## config.mk

```make
export PLATFORM = sky130hd
export DESIGN_NAME = tt_uio_arbiter
export DESIGN_NICKNAME = d
export VERILOG_FILES = /design/src/rtl/tt_uio_arb_pkg.sv /design/src/rtl/tt_rr_picker.sv /design/src/rtl/tt_uio_arbiter.sv
export SDC_FILE = /design/constraint.sdc
export NUM_CORES = 1
export LEC_CHECK = 0
export CORE_ASPECT_RATIO = 1.25
export CORE_MARGIN = 5
export CORE_UTILIZATION = 37
export CTS_CLUSTER_DIAMETER = 30
export DETAILED_ROUTE_END_ITERATION = 8
export PLACE_DENSITY = 0.87
export RECOVER_POWER = 25
export SYNTH_ARGS = -nofsm -noshare
export SYNTH_HDL_FRONTEND = slang
export SYNTH_HIERARCHICAL = 1
export SYNTH_SLANG_ARGS = --single-unit
```

## constraint.sdc

```tcl
create_clock -name clk -period 3 [get_ports clk]
set_clock_uncertainty 0.05 [all_clocks]
set_input_delay 0.3 -clock clk [delete_from_list [all_inputs] [get_ports clk]]
set_output_delay 0.3 -clock clk [all_outputs]
set_load 0.02 [all_outputs]
```

## src/rtl/tt_uio_arb_pkg.sv

```systemverilog
// Shared types and sizing helpers for the uio pin-bank arbiter.
package tt_uio_arb_pkg;

  // Pin-bank byte width (uio_out / uio_oe / uio_in).
  localparam int BYTE_W = 8;

  // Arbiter phases: IDLE arbitrates, GRANT drives the pins, TURN keeps
  // the bank released so two drivers never overlap.
  typedef enum logic [1:0] {
    ST_IDLE  = 2'd0,
    ST_GRANT = 2'd1,
    ST_TURN  = 2'd2
  } arb_state_e;

  // Width of a counter that has to reach n-1 (never narrower than 1 bit).
  function automatic int cnt_width(input int n);
    if (n <= 2) begin
      return 1;
    end
    return $clog2(n);
  endfunction

endpackage

```

## src/rtl/tt_rr_picker.sv

```systemverilog
// Round-robin winner selection: first requester set when scanning
// last+1, last+2, ... modulo NREQ. Purely combinational.
module tt_rr_picker #(
  parameter int NREQ  = 4,
  parameter int IDX_W = 2
) (
  input  logic [NREQ-1:0]  req_i,
  input  logic [IDX_W-1:0] last_i,
  output logic [IDX_W-1:0] winner_o,
  output logic             any_req_o
);

  int   cand;
  logic found;

  // Walk the ring starting just after the previous owner; the previous
  // owner itself is visited last, so it only wins when alone.
  always_comb begin
    winner_o = '0;
    found    = 1'b0;
    cand     = 0;
    for (int i = 1; i <= NREQ; i++) begin
      cand = int'(last_i) + i;
      if (cand >= NREQ) begin
        cand = cand - NREQ;
      end
      if (!found && req_i[cand[IDX_W-1:0]]) begin
        found    = 1'b1;
        winner_o = cand[IDX_W-1:0];
      end
    end
  end

  assign any_req_o = |req_i;

endmodule

```

## src/rtl/tt_uio_arbiter.sv

```systemverilog
// Shares the bidirectional uio pin bank among NREQ requesters.
// Round-robin grants with a bounded burst, and a forced turnaround
// window (uio_oe=0) between every two grants.
//
// Handshake: req_i[k] is a level. The grant is gnt_o[k] (registered,
// one-hot). While gnt_o[k] is high the pins follow data_i/oe_i slice k
// combinationally; dropping req_i[k] ends the grant at the next edge.
// rd_valid_o is gnt_o delayed one cycle and tags rd_data_o (uio_in
// registered once) with its owner.
module tt_uio_arbiter
  import tt_uio_arb_pkg::*;
#(
  parameter int NREQ      = 4,
  parameter int MAX_BURST = 4,
  parameter int TURN_CYC  = 1
) (
  input  logic                   clk,
  input  logic                   rst_n,
  input  logic                   en,
  input  logic [NREQ-1:0]        req_i,
  input  logic [BYTE_W*NREQ-1:0] data_i,
  input  logic [BYTE_W*NREQ-1:0] oe_i,
  output logic [NREQ-1:0]        gnt_o,
  output logic                   busy_o,
  output logic [BYTE_W-1:0]      uio_out,
  output logic [BYTE_W-1:0]      uio_oe,
  input  logic [BYTE_W-1:0]      uio_in,
  output logic [BYTE_W-1:0]      rd_data_o,
  output logic [NREQ-1:0]        rd_valid_o,
  output arb_state_e             dbg_state_o
);

  localparam int IDX_W  = (NREQ > 1) ? $clog2(NREQ) : 1;
  localparam int CNT_W  = cnt_width(MAX_BURST);
  localparam int TCNT_W = cnt_width(TURN_CYC);
  localparam logic [IDX_W-1:0]  LAST_RST  = IDX_W'(NREQ - 1);
  localparam logic [CNT_W-1:0]  BURST_TOP = CNT_W'(MAX_BURST - 1);
  localparam logic [TCNT_W-1:0] TURN_TOP  = TCNT_W'(TURN_CYC - 1);

  arb_state_e          state_q;
  logic [IDX_W-1:0]    owner_q;
  logic [IDX_W-1:0]    last_q;
  logic [CNT_W-1:0]    cnt_q;
  logic [CNT_W-1:0]    cnt_d;
  logic [TCNT_W-1:0]   tcnt_q;
  logic [TCNT_W-1:0]   tcnt_d;
  logic [NREQ-1:0]     gnt_q;
  logic [BYTE_W-1:0]   rd_data_q;
  logic [NREQ-1:0]     rd_valid_q;

  logic [IDX_W-1:0]    pick_idx;
  logic                any_req;
  logic                burst_end;
  logic                grant_done;
  logic                turn_end;
  logic [BYTE_W-1:0]   sel_data;
  logic [BYTE_W-1:0]   sel_oe;

  tt_rr_picker #(
    .NREQ  (NREQ),
    .IDX_W (IDX_W)
  ) u_picker (
    .req_i     (req_i),
    .last_i    (last_q),
    .winner_o  (pick_idx),
    .any_req_o (any_req)
  );

  // Counter increments and exit conditions. A release that lands on the
  // last burst cycle is a single exit, not two.
  always_comb begin
    cnt_d      = cnt_q + CNT_W'(1);
    tcnt_d     = tcnt_q + TCNT_W'(1);
    burst_end  = (cnt_q == BURST_TOP);
    grant_done = !req_i[owner_q] || burst_end;
    turn_end   = (tcnt_q == TURN_TOP);
  end

  // Arbitration FSM: owner, last owner, burst/turnaround counters and the
  // registered one-hot grant. en only gates new grants from IDLE.
  always_ff @(posedge clk or negedge rst_n) begin
    if (!rst_n) begin
      state_q <= ST_IDLE;
      owner_q <= '0;
      last_q  <= LAST_RST;
      cnt_q   <= '0;
      tcnt_q  <= '0;
      gnt_q   <= '0;
    end else begin
      case (state_q)
        ST_IDLE: begin
          if (en && any_req) begin
            owner_q <= pick_idx;
            gnt_q   <= NREQ'(1) << pick_idx;
            cnt_q   <= '0;
            state_q <= ST_GRANT;
          end
        end
        ST_GRANT: begin
          cnt_q <= cnt_d;
          if (grant_done) begin
            gnt_q   <= '0;
            last_q  <= owner_q;
            tcnt_q  <= '0;
            state_q <= ST_TURN;
          end
        end
        ST_TURN: begin
          tcnt_q <= tcnt_d;
          if (turn_end) begin
            state_q <= ST_IDLE;
          end
        end
        default: begin
          state_q <= ST_IDLE;
          gnt_q   <= '0;
        end
      endcase
    end
  end

  // Select the owner's byte and enable mask; non-owners never reach the pins.
  always_comb begin
    sel_data = '0;
    sel_oe   = '0;
    for (int k = 0; k < NREQ; k++) begin
      if (owner_q == IDX_W'(k)) begin
        sel_data = data_i[BYTE_W*k +: BYTE_W];
        sel_oe   = oe_i[BYTE_W*k +: BYTE_W];
      end
    end
  end

  // Pins are released outside GRANT. Gating on the registered state means
  // an asserted reset drops uio_oe at once, without waiting for a clock.
  always_comb begin
    uio_out = '0;
    uio_oe  = '0;
    if (state_q == ST_GRANT) begin
      uio_out = sel_data;
      uio_oe  = sel_oe;
    end
  end

  // Readback path: capture uio_in every cycle and tag it with last cycle's grant.
  always_ff @(posedge clk or negedge rst_n) begin
    if (!rst_n) begin
      rd_data_q  <= '0;
      rd_valid_q <= '0;
    end else begin
      rd_data_q  <= uio_in;
      rd_valid_q <= gnt_q;
    end
  end

  assign gnt_o       = gnt_q;
  assign busy_o      = (state_q != ST_IDLE);
  assign rd_data_o   = rd_data_q;
  assign rd_valid_o  = rd_valid_q;
  assign dbg_state_o = state_q;

  // Invariants: at most one grant, grant only in GRANT, pins released otherwise.
  a_gnt_onehot0 : assert property (@(posedge clk) disable iff (!rst_n)
    $onehot0(gnt_q));
  a_gnt_in_grant : assert property (@(posedge clk) disable iff (!rst_n)
    ((gnt_q != '0) == (state_q == ST_GRANT)));
  a_oe_released : assert property (@(posedge clk) disable iff (!rst_n)
    ((state_q != ST_GRANT) |-> (uio_oe == '0)));

endmodule

```

* Word-level counts from Yosys, hierarchy flattened *
Index checks and enable logic that the tools add are counted.

word-level totals
  register bits = 25
  input bits = 79

operators by class
  bitwise operators = 1
  eq/ne operators = 9
  shift-type cells = 1
  mux-type cells = 42
  reduce and logical (&&, ||, !) cells = 21
  magnitude comparators = 9
  add/sub/neg operators = 10

operators by type and width
  cell                   number
  $mux W8                10
  $mux W2                12
  $lt A2 B3 Y1 const B   5
  $pmux W4 S3            1
  $bmux W1 S2            5
  $ge A3 B3 Y1 const B   3
  $mux W1                9
  $eq A2 B2 Y1 const B   4
  $mux W4                2
  $reduce_and A2 Y1      4
  $sub A2 B1 Y2 const B  4
  $add A2 B2 Y3 const B  2
  $ne A2 B2 Y1 const B   3
  $pmux W2 S3            1
  $reduce_and A3 Y1      2
  $reduce_bool A2 Y1     3
  $add A2 B3 Y4 const B  1
  $eq A2 B1 Y1 const B   2
  $ge A4 B3 Y1 const B   1
  $logic_and A1 B1 Y1    4
  $logic_not A1 Y1       4
  $logic_not A2 Y1       2
  $pmux W2 S2            1
  $reduce_or A4 Y1       1
  7 further kinds        7

* Depth between registers and ports, before layout *
Gate-level depths: netlist of the first run.

  word-level depth = 18
  depth in mapped cells = 6

* Modules after synthesis *
The synthesis of the first run kept the hierarchy.

by module, submodules not included
  module          area each (µm²)  instances  cells each
  tt_uio_arbiter  1445.1           1          105
  tt_rr_picker    81.3             1          14

* Worst setup path after synthesis of the first run *
No wires, ideal clock.

  path kind = register to output
  from = register owner_q[0]
  to = output uio_oe[0]
  arrival time = 1.336 ns
  data required time = 2.650 ns
  path buffers = 2
  setup slack = 1.314 ns
  cell stages (with the launch flop) = 5
  cell sequence = dfrtp_1 -> buf_6 -> buf_12 -> mux4_2 -> and2_1

between the ends
  word-level cells in the longest chain between the ends = 6
  elaborated cells between the ends (all ways) = 9
  those cells by class = eq/ne (3); mux (5); reduce/logical (1)

ends and longest elaborated chain
  element                   RTL line               text
  start: declaration        tt_uio_arbiter.sv:41   logic [IDX_W-1:0] owner_q;
  start signal: assignment  tt_uio_arbiter.sv:93   owner_q <= pick_idx;
  $logic_not A2 Y1          tt_uio_arbiter.sv:127  if (owner_q == IDX_W'(k)) begin
  $mux W8 (3 in series)     tt_uio_arbiter.sv:127
  $mux W8 *                 tt_uio_arbiter.sv:127
  $mux W8 *                 tt_uio_arbiter.sv:139  if (state_q == ST_GRANT) begin
  end: declaration          tt_uio_arbiter.sv:26   output logic [BYTE_W-1:0] uio_oe,

Mark *: on every way between the ends. The rest lies on a longest branch, timed or not.

* Final worst setup path of the first run *
  from = register owner_q[0]
  to = output uio_oe[7]

The elaborated chain is that of the path after synthesis.

==> flow_summary.yaml, run 1 <==
clock_network:
  cts-root-buf: "clkbuf_8"
  clockBufferDepth: 2
  postCtsSetupBuffers: 0
  cts_hold_buf: 0
  clk_pin_slew_ns: 0.08
  htree_levels: 1
  cts_tree: "done"
  ctsResizeCount: 0
  clkLatencyLatePin_ns: 0.27
  cts_buffers: 3
  cts.sinks: 25
worst_setup_path:
  crit_arrival_ns: 2.29
  crit_required_ns: 2.65
  reg2reg_from: "owner_q[1]$_DFFE_PN0P_"
  critPathKind: "flop to output port"
  rrSetupSlack_ns: 0.87
  startpoint_type: "flop"
  endpoint_kind: "output port"
  r2r-end: "last_q[1]$_DFFE_PN1P_"
  critPathLaunch: "owner_q[0]$_DFFE_PN0P_"
  r2r_cells: 5
  crit_fanout: 16
sta:
  worst_slew_margin_rel_pct: 15.0
  finalMaxSlewViolations: 0
  setup_ws_ns: 0.364
  hold_viol: 0
  worst_pin_slew_ns: 1.28
  rsz0062_at_grt: "no"
  fmax_mhz: 379
  final-setup-viol-count: 0
  fin_crit_sh_pct: 87.9
  tns_ns: 0
  min_period_ns: 2.64
global_routing:
  grt_use_total_pct: 18.0
  grt_pass1_wl_mm: 7.53
  grt_pass1_vias: 1546
  antenna_found_initial: 0
  grt_max_degree: 26
  grt_overflow: 0
detailed_routing:
  vias: 1437
  drt_wl_total_mm: 4.73
  detail_route.first_pass.iterations: 4
  ant_nets: 0
  drc: 0
  vias_per_cell: 4.96
  wl_per_cell_um: 16.3
  drt_iter0_drc: 42
logic_synthesis:
  syn-mean-instance-area_um2: 12.8
  syn_nets: 199
  synth.top_cell.area_share_pct: 37.7
  synthTopCellsByCount: "23 x dfrtp_1, 16 x and2_1, 11 x nand2_1, 9 x mux4_1"
  synth_cells: 119
  ys_seq_elements: 25
  ys_types: 35
  synth_ff_type: "dfrtp_1"
  synth_top_cell_by_area: "dfrtp_1"
  synth-async-reset-ratio_pct: 100
  synthTopCellsByArea: "dfrtp_1 38%, mux4_1 15%, mux4_2 10%"
  synth_edf_count: 0
  seq_area_frac_synth_pct: 41.1
  yosys_warnings: 6
  syn_area_mm2: 0.00153
  synth_most_common_cell: "dfrtp_1"
min_path:
  min-delay-start: "gnt_o[0]$_DFFE_PN0P_"
  hold_depth: 0
  hp-class: "flop to flop"
  holdPathEnd: "rd_valid_o[0]$_DFF_PN0_"
die:
  core_mm2: 0.00403
  pin_count: 114
  die_w_um: 67.5
  initial_core_util_pct: 37.8
  dieHeight_um: 81.8
  die_area_mm2: 0.00552
  rows: 26
run_status:
  status: "finished, final reports clean"
final_layout:
  final_net_count: 315
  diodes: 0
  areaGrowthSynthToFinish_pct: 79.6
  layout.cells.non_filler: 290
  layout-drive-gt1-share_pct: 9.40
placement:
  portBuffers: 113
  globalplace.congestion: 0.738
  pre_cts_ws_ns: 0.635
  dpl.cell_count: 286
  dp_hpwl_mm: 4.05
power:
  power_leakage_nw: 1.12
  power.density_mw_per_mm2: 731
  peakVddDrop_mv: 0.615
run:
  cap_violations: 0
flip-flops by register name (all words and copies together) (netlist names):
| name | cells |
|---|---|
| gnt_o | 4 |
| owner_q | 2 |
| dbg_state_o | 2 |
| rd_valid_o | 4 |
| tcnt_q | 1 |
| rd_data_o | 8 |
| last_q | 2 |
| cnt_q | 2 |
cells by family (layout without fill, tap and decap cells):
family,after synthesis,in the layout,synth area share (%)
AND/OR/NAND/NOR,46,46,15.9
flip-flops,25,25,41.1
AO/OA/AOI/OAI,20,20,9.75
multiplexers,20,20,28.5
buffers and inverters,7,122,3.85
adder cells (fa/ha/maj),1,1,0.820
routing by layer:
layer	global-route usage [%]	routed length [µm]	share of wire, %	up-vias
met5	0	0	0	-
met4	4.87	80	1.7	0
met3	5.20	510	11	9
met2	33.0	2390	50	77
met1	19.9	1750	37	669
li1	-	-	-	682
critical path, cell delays in order (launching register included):
cell and delay (ns):
dfrtp_1 0.41, buf_4 0.31, mux4_1 0.60, and2_1 0.17, clkdlybuf4s50_1 0.53
where the power goes:
part | internal [W] | total (W) | switching (W)
registers | 0.000440 | 0.000550 | 0.000110
clock network | 0.0000928 | 0.000192 | 0.0000996
logic | 0.000711 | 0.00126 | 0.000551
total | 0.00124 | 0.00200 | 0.000761
worst max path at each step:
stage / end / slack (ns) / cells after the start
finish: uio_oe[7] / 0.36 / 4
global route: uio_out[4] / 0.25 / 4
CTS: uio_oe[7] / 0.34 / 4
detailed placement: uio_oe[7] / 0.64 / 4
global placement: uio_out[3] / 0.68 / 4
floorplan: uio_oe[0] / 1.31 / 4
through the flow:
| stage | instance area, µm² | hold slack (ns) | total power (W) | util (%) |
|---|---|---|---|---|
| 6_report | 2740 | 0.359 | 0.00200 | 68.0 |
| 5_1_grt | 2740 | 0.379 | 0.00215 | 68.0 |
| 4_1_cts | 2750 | 0.334 | 0.00204 | 68.1 |
| 3_5_place_dp | 2700 | 0.346 | 0.00183 | 66.9 |
| 3_3_place_gp | 2700 | 0.343 | 0.00180 | 66.9 |
| 2_1_floorplan | 1530 | -0.0456 | 0.00135 | - |
cell usage in the layout, fill, tap and decap left out, types with 2 or more instances in the layout:
cell type | netlist | final
a21o_1 | 2 | 2
a21oi_1 | 7 | 7
a22o_1 | 2 | 2
and2_1 | 16 | 16
buf_4 | 0 | 2
clkbuf_8 | 0 | 3
clkdlybuf4s50_1 | 0 | 104
dfrtp_1 | 23 | 23
dfstp_2 | 2 | 2
dlygate4sd3_1 | 0 | 9
inv_1 | 2 | 2
mux2i_1 | 3 | 3
mux4_1 | 9 | 9
mux4_2 | 7 | 7
nand2_1 | 11 | 11
nand2b_1 | 2 | 2
nor2_1 | 7 | 7
nor3_1 | 2 | 2
or2_2 | 3 | 3
layout make-up:
type | count | area, µm²
flip-flops and latches | 25 | 628
inverters | 2 | 7.51
fillers | 334 | 1290
clock inverters | 1 | 5.00
well taps | 56 | 70.1
clock buffers | 3 | 41.3
repair buffers | 116 | 1150
multi-input cells | 87 | 840
Note: power is estimated with default switching activity, not from simulation.
==> inputs of run 2 (changes only) <==
--- a/config.mk
+++ b/config.mk
@@ -5,12 +5,14 @@
 export SDC_FILE = /design/constraint.sdc
 export NUM_CORES = 1
 export LEC_CHECK = 0
+export CAP_MARGIN = 40
 export CORE_ASPECT_RATIO = 1.25
 export CORE_MARGIN = 5
-export CORE_UTILIZATION = 37
+export CORE_UTILIZATION = 34
 export CTS_CLUSTER_DIAMETER = 30
 export DETAILED_ROUTE_END_ITERATION = 8
-export PLACE_DENSITY = 0.87
+export GPL_TIMING_DRIVEN = 0
+export PLACE_DENSITY = 0.8
 export RECOVER_POWER = 25
 export SYNTH_ARGS = -nofsm -noshare
 export SYNTH_HDL_FRONTEND = slang
==> constraint.sdc (replaced) <==
create_clock -name clk -period 2.5 [get_ports clk]
set_clock_uncertainty 0.05 [all_clocks]
set_input_delay 0.25 -clock clk [delete_from_list [all_inputs] [get_ports clk]]
set_output_delay 0.25 -clock clk [all_outputs]
set_load 0.02 [all_outputs]
==> flow_summary.yaml, run 2 (synthesis results as in run 1) <==
run:
  cap_violations: 0
final_layout:
  design_area_mm2: 0.00280
  final_net_count: 318
  largest_register_ffs: 8
  areaGrowthSynthToFinish_pct: 83.2
  mostFrequentLayoutCells: "97 x clkdlybuf4s50_1, 23 x dfrtp_1, 16 x and2_1"
  layout-drive-gt1-share_pct: 10.1
  diodes: 0
  fillerInstances: 356
  layout_commonest_cell: "clkdlybuf4s50_1"
sta:
  fin_crit_sh_pct: 95.9
  final-setup-viol-count: 0
  hold_viol: 0
  worst_pin_slew_ns: 0.965
  tns_ns: 0
  rsz0062_at_grt: "no"
  fmax_mhz: 417
  worst_slew_margin_rel_pct: 35.6
  min_period_ns: 2.40
  finalMaxSlewViolations: 0
  setup_ws_ns: 0.103
worst_setup_path:
  startpoint_type: "flop"
  crit_fanout: 10
  crit_arrival_ns: 2.10
  r2r-end: "last_q[1]$_DFFE_PN1P_"
  cp_num_buf_inv: 2
  r2r_cells: 4
  reg2reg_from: "dbg_state_o[1]$_DFFE_PN0P_"
  crit_path_top_delay_cell: "mux4_1"
  path_cells: "buf_6, mux4_1, and2_1, clkdlybuf4s50_1"
  rrSetupSlack_ns: 0.77
  crit_required_ns: 2.20
  slowest_delay_ns: 0.56
  cp_top_family: "buffers and inverters"
  endpoint_kind: "output port"
  critPathKind: "flop to output port"
detailed_routing:
  drt_iter0_drc: 35
  drt_wl_total_mm: 4.74
  ant_nets: 0
  detail_route.first_pass.iterations: 4
  vias_per_cell: 4.97
  wl_per_cell_um: 16.1
  vias: 1466
  drc: 0
clock_network:
  cts.sinks: 25
  cts_buffers: 3
  clkLatencyLatePin_ns: 0.26
  cts-root-buf: "clkbuf_8"
  postCtsSetupBuffers: 0
  cts_hold_buf: 0
  clockBufferDepth: 2
  htree_levels: 1
  clk_pin_slew_ns: 0.08
  cts_tree: "done"
global_routing:
  grt_pass1_vias: 1581
  grt_overflow: 0
  grt_use_total_pct: 16.3
  grt_pass1_wl_mm: 7.76
  antenna_found_initial: 0
  grt_max_degree: 20
power:
  power.density_mw_per_mm2: 881
  peakVddDrop_mv: 0.653
  p_sw_w: 0.000928
  power_w: 0.00246
  pwr-share-clk_pct: 9.3
  power_leakage_nw: 1.24
  p_int_w: 0.00153
  p_seq_share_pct: 25.3
  power_frac_comb_pct: 65.3
  p_sw_share_pct: 37.7
run_status:
  status: "finished, final reports clean"
placement:
  globalplace.congestion: 0.848
  portBuffers: 113
  dp_hpwl_mm: 3.91
  place_area_mm2: 0.00276
  pre_cts_ws_ns: 0.279
min_path:
  hp-class: "primary input to async pin"
die:
  dieHeight_um: 84.9
  pin_count: 114
  rows: 27
  die_w_um: 69.9
  core_mm2: 0.00439
  die_area_mm2: 0.00594
  initial_core_util_pct: 34.8
run 2: changes by cell type in the layout (fill, tap and decap cells not counted), moves of 2 or more:
cell             delta
buf_4               -2
dlymetal6s2s_1      +6
clkdlybuf4s50_1     -7
buf_6               +2
run 2: timing repair:
| action | in CTS | in global routing |
|---|---|---|
| gates resized for setup | 2 | 7 |
| endpoints found under the setup margin | 8 | 7 |
| endpoints found under the hold margin | 0 | 0 |
run 2: metrics by stage:
stage / util [%] / hold slack [ns] / instances
after global routing: 63.7 / 0.257 / 295
after floorplan: - / -0.0956 / 119
after detailed placement: 62.8 / 0.340 / 291
final: 63.7 / 0.242 / 295
after global placement: 62.2 / 0.342 / 290
after CTS: 63.8 / 0.232 / 295
run 2: final cells by class:
class | instances | area, µm² | area share, %
Clock buffer | 4 | 45.0 | 1.61
Buffer | 5 | 55.1 | 1.97
Tap cell | 58 | 72.6 | 2.60
Sequential cell | 25 | 628 | 22.5
Multi-Input combinational cell | 87 | 840 | 30.0
Inverter | 2 | 7.51 | 0.268
Timing Repair Buffer | 114 | 1150 | 41.1
run 2: worst max path at each step:
stage                          startpoint          to  slack (ns)  cells after the start
6_report           owner_q[0]$_DFFE_PN0P_  uio_out[6]        0.10                      4
5_1_grt        dbg_state_o[1]$_DFFE_PN0P_  uio_out[6]       0.004                      4
4_1_cts            owner_q[0]$_DFFE_PN0P_   uio_oe[2]       0.007                      5
3_5_place_dp   dbg_state_o[1]$_DFFE_PN0P_  uio_out[6]        0.28                      4
3_3_place_gp   dbg_state_o[1]$_DFFE_PN0P_  uio_out[6]        0.27                      4
2_1_floorplan      owner_q[0]$_DFFE_PN0P_   uio_oe[0]        0.86                      4
run 2: metal layers:
metal	part of all wire (%)	wire [µm]	GRT usage (%)	vias up
li1	-	-	-	682
met1	42	1970	19.5	689
met2	48	2280	28.5	88
met3	8.8	417	4.62	7
met4	1.4	67	4.36	0
met5	0	0	0	-
run 2: power groups by stage:
stage                     clock network [W]  logic [W]  registers (W)
after global placement                    0    0.00161       0.000628
after CTS                          0.000236    0.00164       0.000625
after detailed placement                  0    0.00164       0.000633
after global routing               0.000256    0.00175       0.000648
final                              0.000230    0.00161       0.000624
after floorplan                           0   0.000916       0.000699
